`src/rtl/uart_tx_buffer.sv`:
```
`default_nettype none
// ============================================================================
// Module      : uart_tx_buffer
// Description : Circular byte FIFO plus launch controller feeding a UART
//               transmit core. Bytes are popped one at a time onto tx_data,
//               a start request is issued, and the core's busy handshake is
//               tracked so each byte is launched exactly once while the core
//               is idle. A stalled core (busy never rises) triggers periodic
//               re-launch of the same byte.
// Ports       : clk, reset        - clock, synchronous active-high reset
//               wr_en, wr_data    - producer write strobe and byte
//               full, empty       - occupancy flags (decoded from count)
//               count             - occupancy 0..2**ADDR_WIDTH
//               overflow          - sticky: a write was dropped while full
//               tx_busy           - busy from the transmit core
//               tx_start          - start request (pulse or toggle)
//               tx_data           - registered byte to the transmit core
//               idle              - FIFO empty and controller idle
// Revision    : 1.0 - initial release
// ============================================================================
module uart_tx_buffer #(
    parameter int DATA_WIDTH    = 8,
    parameter int ADDR_WIDTH    = 4,
    parameter int START_MODE    = 0,
    parameter int START_TIMEOUT = 16
) (
    input  logic                  clk,
    input  logic                  reset,
    input  logic                  wr_en,
    input  logic [DATA_WIDTH-1:0] wr_data,
    output logic                  full,
    output logic                  empty,
    output logic [ADDR_WIDTH:0]   count,
    output logic                  overflow,
    input  logic                  tx_busy,
    output logic                  tx_start,
    output logic [DATA_WIDTH-1:0] tx_data,
    output logic                  idle
);

    localparam int                   c_DEPTH    = 2 ** ADDR_WIDTH;
    localparam int                   c_TMO_W    = $clog2(START_TIMEOUT);
    localparam logic [c_TMO_W-1:0]   c_TMO_LAST = c_TMO_W'(START_TIMEOUT - 1);
    localparam logic [ADDR_WIDTH:0]  c_FULL_CNT = (ADDR_WIDTH + 1)'(c_DEPTH);

    typedef enum logic [1:0] {
        S_IDLE      = 2'd0,
        S_WAIT_BUSY = 2'd1,
        S_WAIT_DONE = 2'd2
    } state_t;

    // Registered state
    logic [DATA_WIDTH-1:0] r_mem_q [c_DEPTH];
    logic [ADDR_WIDTH-1:0] r_wr_ptr_q, r_rd_ptr_q;
    logic [ADDR_WIDTH:0]   r_count_q;
    logic                  r_overflow_q;
    logic                  r_tx_start_q;
    logic [DATA_WIDTH-1:0] r_tx_data_q;
    logic [c_TMO_W-1:0]    r_tmo_q;
    state_t                r_state_q;

    // Next-state values
    logic [ADDR_WIDTH-1:0] w_wr_ptr_d, w_rd_ptr_d;
    logic [ADDR_WIDTH:0]   w_count_d;
    logic                  w_overflow_d;
    logic                  w_tx_start_d;
    logic [DATA_WIDTH-1:0] w_tx_data_d;
    logic [c_TMO_W-1:0]    w_tmo_d;
    state_t                w_state_d;

    logic w_full, w_empty, w_pop, w_wr_ok, w_issue;

    assign w_full  = (r_count_q == c_FULL_CNT);
    assign w_empty = (r_count_q == '0);
    // Popping is decided purely by FSM state and occupancy; busy is not
    // consulted in IDLE.
    assign w_pop   = (r_state_q == S_IDLE) && !w_empty;
    // A write into a full FIFO still lands when the same edge frees a slot.
    assign w_wr_ok = wr_en && (!w_full || w_pop);

    // ------------------------------------------------------------------
    // Launch FSM and timeout counter
    // ------------------------------------------------------------------
    always_comb begin
        w_state_d = r_state_q;
        w_tmo_d   = r_tmo_q;
        w_issue   = 1'b0;
        case (r_state_q)
            S_IDLE: begin
                if (w_pop) begin
                    w_issue   = 1'b1;
                    w_tmo_d   = '0;
                    w_state_d = S_WAIT_BUSY;
                end
            end
            S_WAIT_BUSY: begin
                if (tx_busy) begin
                    w_state_d = S_WAIT_DONE;
                end else if (r_tmo_q == c_TMO_LAST) begin
                    // Core never acknowledged: relaunch the same byte.
                    w_issue = 1'b1;
                    w_tmo_d = '0;
                end else begin
                    w_tmo_d = r_tmo_q + c_TMO_W'(1);
                end
            end
            S_WAIT_DONE: begin
                if (!tx_busy) begin
                    w_state_d = S_IDLE;
                end
            end
            default: begin
                w_state_d = S_IDLE;
            end
        endcase
    end

    // ------------------------------------------------------------------
    // FIFO bookkeeping and output datapath
    // ------------------------------------------------------------------
    always_comb begin
        w_wr_ptr_d   = r_wr_ptr_q;
        w_rd_ptr_d   = r_rd_ptr_q;
        w_count_d    = r_count_q;
        w_overflow_d = r_overflow_q;
        w_tx_data_d  = r_tx_data_q;
        if (w_wr_ok) begin
            w_wr_ptr_d = r_wr_ptr_q + ADDR_WIDTH'(1);
        end
        if (w_pop) begin
            w_rd_ptr_d  = r_rd_ptr_q + ADDR_WIDTH'(1);
            w_tx_data_d = r_mem_q[r_rd_ptr_q];
        end
        case ({w_wr_ok, w_pop})
            2'b10:   w_count_d = r_count_q + (ADDR_WIDTH + 1)'(1);
            2'b01:   w_count_d = r_count_q - (ADDR_WIDTH + 1)'(1);
            default: w_count_d = r_count_q;
        endcase
        if (wr_en && !w_wr_ok) begin
            w_overflow_d = 1'b1;
        end
    end

    generate
        if (START_MODE == 1) begin : g_start_toggle
            assign w_tx_start_d = r_tx_start_q ^ w_issue;
        end else begin : g_start_pulse
            assign w_tx_start_d = w_issue;
        end
    endgenerate

    // Storage array carries no reset; occupancy alone defines valid data.
    always_ff @(posedge clk) begin
        if (w_wr_ok) begin
            r_mem_q[r_wr_ptr_q] <= wr_data;
        end
    end

    always_ff @(posedge clk) begin
        if (reset) begin
            r_wr_ptr_q   <= '0;
            r_rd_ptr_q   <= '0;
            r_count_q    <= '0;
            r_overflow_q <= 1'b0;
            r_tx_start_q <= 1'b0;
            r_tx_data_q  <= '0;
            r_tmo_q      <= '0;
            r_state_q    <= S_IDLE;
        end else begin
            r_wr_ptr_q   <= w_wr_ptr_d;
            r_rd_ptr_q   <= w_rd_ptr_d;
            r_count_q    <= w_count_d;
            r_overflow_q <= w_overflow_d;
            r_tx_start_q <= w_tx_start_d;
            r_tx_data_q  <= w_tx_data_d;
            r_tmo_q      <= w_tmo_d;
            r_state_q    <= w_state_d;
        end
    end

    assign full     = w_full;
    assign empty    = w_empty;
    assign count    = r_count_q;
    assign overflow = r_overflow_q;
    assign tx_start = r_tx_start_q;
    assign tx_data  = r_tx_data_q;
    assign idle     = w_empty && (r_state_q == S_IDLE);

endmodule
`default_nettype wire

```
`config.mk`:
```
export PLATFORM = sky130hd
export DESIGN_NAME = uart_tx_buffer
export DESIGN_NICKNAME = d
export VERILOG_FILES = /design/src/rtl/uart_tx_buffer.sv
export SDC_FILE = /design/constraint.sdc
export NUM_CORES = 1
export LEC_CHECK = 0
export CAP_MARGIN = 20
export CORE_MARGIN = 1
export CORE_UTILIZATION = 55
export DETAILED_ROUTE_END_ITERATION = 10
export GPL_ROUTABILITY_DRIVEN = 0
export PLACE_DENSITY = 0.74
export SKIP_CTS_REPAIR_TIMING = 1
export SLEW_MARGIN = 5
export SYNTH_ARGS = -nofsm -noshare
export SYNTH_HDL_FRONTEND = slang
export SYNTH_SLANG_ARGS = --single-unit
```
`constraint.sdc`:
```
create_clock -name clk -period 5.55 [get_ports clk]
set_input_delay 0.555 -clock clk [delete_from_list [all_inputs] [get_ports clk]]
set_output_delay 0.555 -clock clk [all_outputs]
set_load 0.05 [all_outputs]
```
Word-level counts from Yosys, hierarchy flattened --
Memory sizes are Yosys's and may differ from the RTL's. A register that Yosys moved wholly into a read port is not among the register bits. Cells that the tools add are included.
Cells by class: $add $sub $neg 5, reduce and logical (&&, ||, !) cells 14, muxes and demuxes 15, equality and inequality tests 10
Operators with widths (count):
- $add A4 B1 Y4 const B | 3
- $mux W4 | 3
- $pmux W5 S2 | 1
- $ne A2 B2 Y1 const B | 4
- $pmux W4 S2 | 1
- $mux W2 | 3
- $pmux W2 S3 | 1
- $reduce_and A3 Y1 | 2
- $add A5 B1 Y5 const B | 1
- $eq A5 B5 Y1 const B | 1
- $logic_not A5 Y1 | 1
- $mux W1 | 5
- $sub A5 B1 Y5 const B | 1
- $eq A2 B1 Y1 const B | 2
- $eq A2 B2 Y1 const B | 2
- $eq A4 B4 Y1 const B | 1
- $logic_and A1 B1 Y1 | 4
- $reduce_bool A2 Y1 | 2
- $logic_not A1 Y1 | 3
- $logic_not A2 Y1 | 1
- $pmux W1 S2 | 1
- $logic_or A1 B1 Y1 | 1
Word-level totals: memories kept 1, RAM bits 128, output and inout port bits 18, bits in registers 21, logic and storage cells 52, input port bits 12
Memories:
- r_mem_q | depth 16, width 8, rd ports 1, clocked after memory_dff 1, write ports 1, RTL line 53 | logic [DATA_WIDTH-1:0] r_mem_q [c_DEPTH];

Depth between registers and ports, before layout --
depth in word-level cells 7, gate-level depth with buffers 9, gate-level depth less buffers 8

Least setup slack after synthesis --
No wires, ideal clock.
path type register -> output, start point register r_count_q[0], in the netlist count[0], end point output port idle, path slack 2618 ps, arrival time 2377 ps, stages on the path, launching flop included 4, path through dfxtp_1 -> or4_1 -> buf_6 -> nor3_1
On the way: longest elaborated chain between the ends 2
Ends and longest elaborated chain:
- start: declaration | RTL line 55 | logic [ADDR_WIDTH:0] r_count_q;
- start signal: assignment | RTL line 172 | r_count_q <= w_count_d;
- $logic_not A5 Y1 | RTL line 74 | assign w_empty = (r_count_q == '0);
- $logic_and A1 B1 Y1 | RTL line 187 | assign idle = w_empty && (r_state_q == S_IDLE);
- end: declaration | RTL line 38 | output logic idle
No other way between the ends.

Worst setup path after layout --
Same ends and word-level chain as after synthesis.

==> impl_metrics.py <==
metrics = {
    "outcome": {
        "outcome": "finished, final reports clean",
    },
    "routing": {
        "drt-pass1-iter-count": 5,
        "wirelength_mm": 12.88,
        "num_vias": 3723,
        "postRouteAntennaNets": 0,
        "route.detailed.drc": 0,
        "post_drt_wl_per_cell_um": 21.32,
        "vias_per_cell": 6.164,
        "drt_iter0_markers": 365,
    },
    "worst_setup_path": {
        "worstSetupStartpoint": "count[0]",
        "rrSetupSlack_ps": 2550,
        "crit_required_ps": 4990,
        "end_kind": "output pin",
        "critPathArrivalTime_ps": 2730,
        "r2r_end": "count[4]",
        "worst-setup-path-type": "reg -> out",
        "crit_path_start_kind": "register",
        "r2r_cells": 8,
        "path_max_fanout": 9,
        "worstReg2RegStart": "count[0]",
        "cp-endpoint": "idle",
    },
    "pwr": {
        "p_int_mw": 2.453,
        "ir_worst_vdd_mv": 0.3815,
        "clockPowerShare": 0.321,
        "p_per_area_nw_per_um2": 488.1,
        "p_seq_frac": 0.392,
        "power_switching_mw": 1.193,
        "combPwrFrac": 0.287,
        "power.leakage_nw": 2.379,
        "p_sw_frac": 0.3272,
    },
    "yosys": {
        "yosys.area.top_type": "edfxtp_1",
        "synthTopCellsByCount": "edfxtp_1, nor2_1, mux2i_1",
        "yosys.area.top_type_share": 0.5951,
        "syn_inst": 417,
        "synth_top_family_by_area": "multiplexers",
        "synthSimpleGateAreaFrac": 0.07652,
        "synthTopCellsByArea": "edfxtp_1, dfxtp_1, mux4_2",
        "yosysWarnings": 0,
        "yosys.area_share.adder": 0.02053,
        "synth_cell_type_count": 48,
        "synthArstFlopShare": 0,
        "synth_fp_nets": 439,
        "synth_ff_type": "edfxtp_1",
        "seq_area_frac_synth": 0.6850,
        "syn_area_per_cell_um2": 15.49,
        "synth_edf_count": 128,
        "synth_compound_area_frac": 0.06645,
        "yosysMostFrequentCell": "edfxtp_1",
        "synth_xor_area_frac": 0.01085,
        "synth_area_um2": 6459,
        "muxShareOfSynthArea": 0.1217,
        "ys_ff_latch": 157,
    },
    "floorplan": {
        "core_area_um2": 11420,
        "fp.dieH_um": 110.4,
        "dieArea_um2": 12180,
        "start_util": 0.5656,
        "pin_count": 30,
        "rows": 39,
        "die_x_um": 110.4,
    },
    "global_routing": {
        "overflow": 0,
        "grt_pass1_vias": 3481,
        "grt_pass1_wl_mm": 19.03,
        "grt_max_degree": 51,
        "grtUsageTotal": 0.2273,
        "antenna_found_initial": 0,
    },
    "timing": {
        "rsz0062_at_grt": "no",
        "finalCritPeriodShare": 0.5917,
        "max_freq_mhz": 304.5,
        "setup-tns-final_ps": 0,
        "skew_ps": 8.913,
        "post-route-min-period_ps": 3284,
        "max_slew_margin": 0.3603,
        "setup_viol": 0,
        "drv_slew": 0,
        "hold_violations": 0,
        "tightestPinTransition_ps": 952.2,
        "hold_ws_ps": 505.3,
    },
    "min_path": {
        "min_from": "tx_data[0]",
        "hold_class": "reg -> reg",
    },
    "cells_and_area": {
        "multi_input_area_um2": 1912,
        "seq_area_um2": 4425,
        "diodes": 0,
        "fill_cells": 792,
        "syn2layout_area_growth_pct": 15.69,
        "drive_gt1_frac": 0.1345,
        "nets": 470,
    },
    "cts": {
        "numCtsBuffers": 17,
        "cts_root_buf": "clkbuf_16",
        "clkTransAtPathRegs_ps": 60,
        "cts_buffer_depth": 2,
        "cts.sinks": 157,
        "htreeDepth": 4,
        "cts_tree": "done",
        "clock_latency_ps": 420,
    },
    "place": {
        "hpwl_mm": 8.218,
        "port_buffers": 29,
    },
    "job": {
        "drv_cap": 0,
    },
}
sequential cells by signal (all words and copies together) (netlist names):
signal / cells
r_state_q: 2
r_mem_q: 128
tx_start: 1
r_rd_ptr_q: 4
tx_data: 8
overflow: 1
r_tmo_q: 4
r_wr_ptr_q: 4
count: 5
through the flow:
stage	setup slack (ps)	utilization	power, mW	cell area (um2)	instances
2_1_floorplan	2618	-	2.214	6459	417
3_3_place_gp	2238	0.6010	2.467	6863	570
3_5_place_dp	2077	0.6010	2.494	6863	570
4_1_cts	2223	0.6535	3.660	7462	602
5_1_grt	2122	0.6544	3.784	7472	604
6_report	2266	0.6544	3.647	7472	604
power by group through the flow:
stage / sequential (mW) / clock, mW / combinational [mW]
floorplan: 1.55 / 0 / 0.664
global placement: 1.45 / 0 / 1.02
detailed placement: 1.45 / 0 / 1.04
CTS: 1.43 / 1.18 / 1.05
global route: 1.44 / 1.23 / 1.12
finish: 1.43 / 1.17 / 1.05
metal layers:
| metal | up-vias | share of wire | GRT usage |
|---|---|---|---|
| met2 | 161 | 0.49 | 0.3611 |
| li1 | 1678 | - | - |
| met1 | 1863 | 0.42 | 0.2987 |
| met3 | 21 | 0.070 | 0.06114 |
| met4 | 0 | 0.019 | 0.09117 |
| met5 | - | 0 | 0 |
cell type report:
| class | instances | area share |
|---|---|---|
| Multi-Input combinational cell | 231 | 0.2559 |
| Clock buffer | 19 | 0.05794 |
| Inverter | 5 | 0.002512 |
| Timing Repair Buffer | 36 | 0.04521 |
| Sequential cell | 157 | 0.5923 |
| Clock inverter | 13 | 0.02227 |
| Tap cell | 143 | 0.02395 |
how the worst min path moves through the flow:
stage / end / slack, ps / cells after the start
floorplan: r_tmo_q[3] / 450 / 2
global placement: overflow / 450 / 2
detailed placement: overflow / 490 / 2
CTS: r_tmo_q[3] / 500 / 2
global route: overflow / 510 / 2
finish: tx_data[0] / 510 / 2
worst max-delay path: stages, from the launching register on:
cell             delay, ps
dfxtp_1                380
or4_1                  830
nor3_1                 270
clkdlybuf4s50_1        830
layout by cell type (no fill, tap or decap), drive strengths merged, types with 6 or more instances in the layout:
master and instances:
a22oi 8, buf 7, o22ai 16, a21oi 9
ha 9, nor3 16, nor2 41, clkbuf 19
clkdlybuf4s50 29, a211oi 10, nand2 9, edfxtp 128
mux4 16, dfxtp 29, mux2i 37, nand2b 7
xnor2 6, inv 7
kinds of logic after synthesis:
kind of cell | count (synthesis)
and+or+nand+nor | 100
xor gates and xnor gates | 8
buffers and inverters | 29
muxes | 55
DFF | 157
adders and majority gates | 10
AOI/OAI and AO/OA | 58
Power figures use the tool's default switching activity.
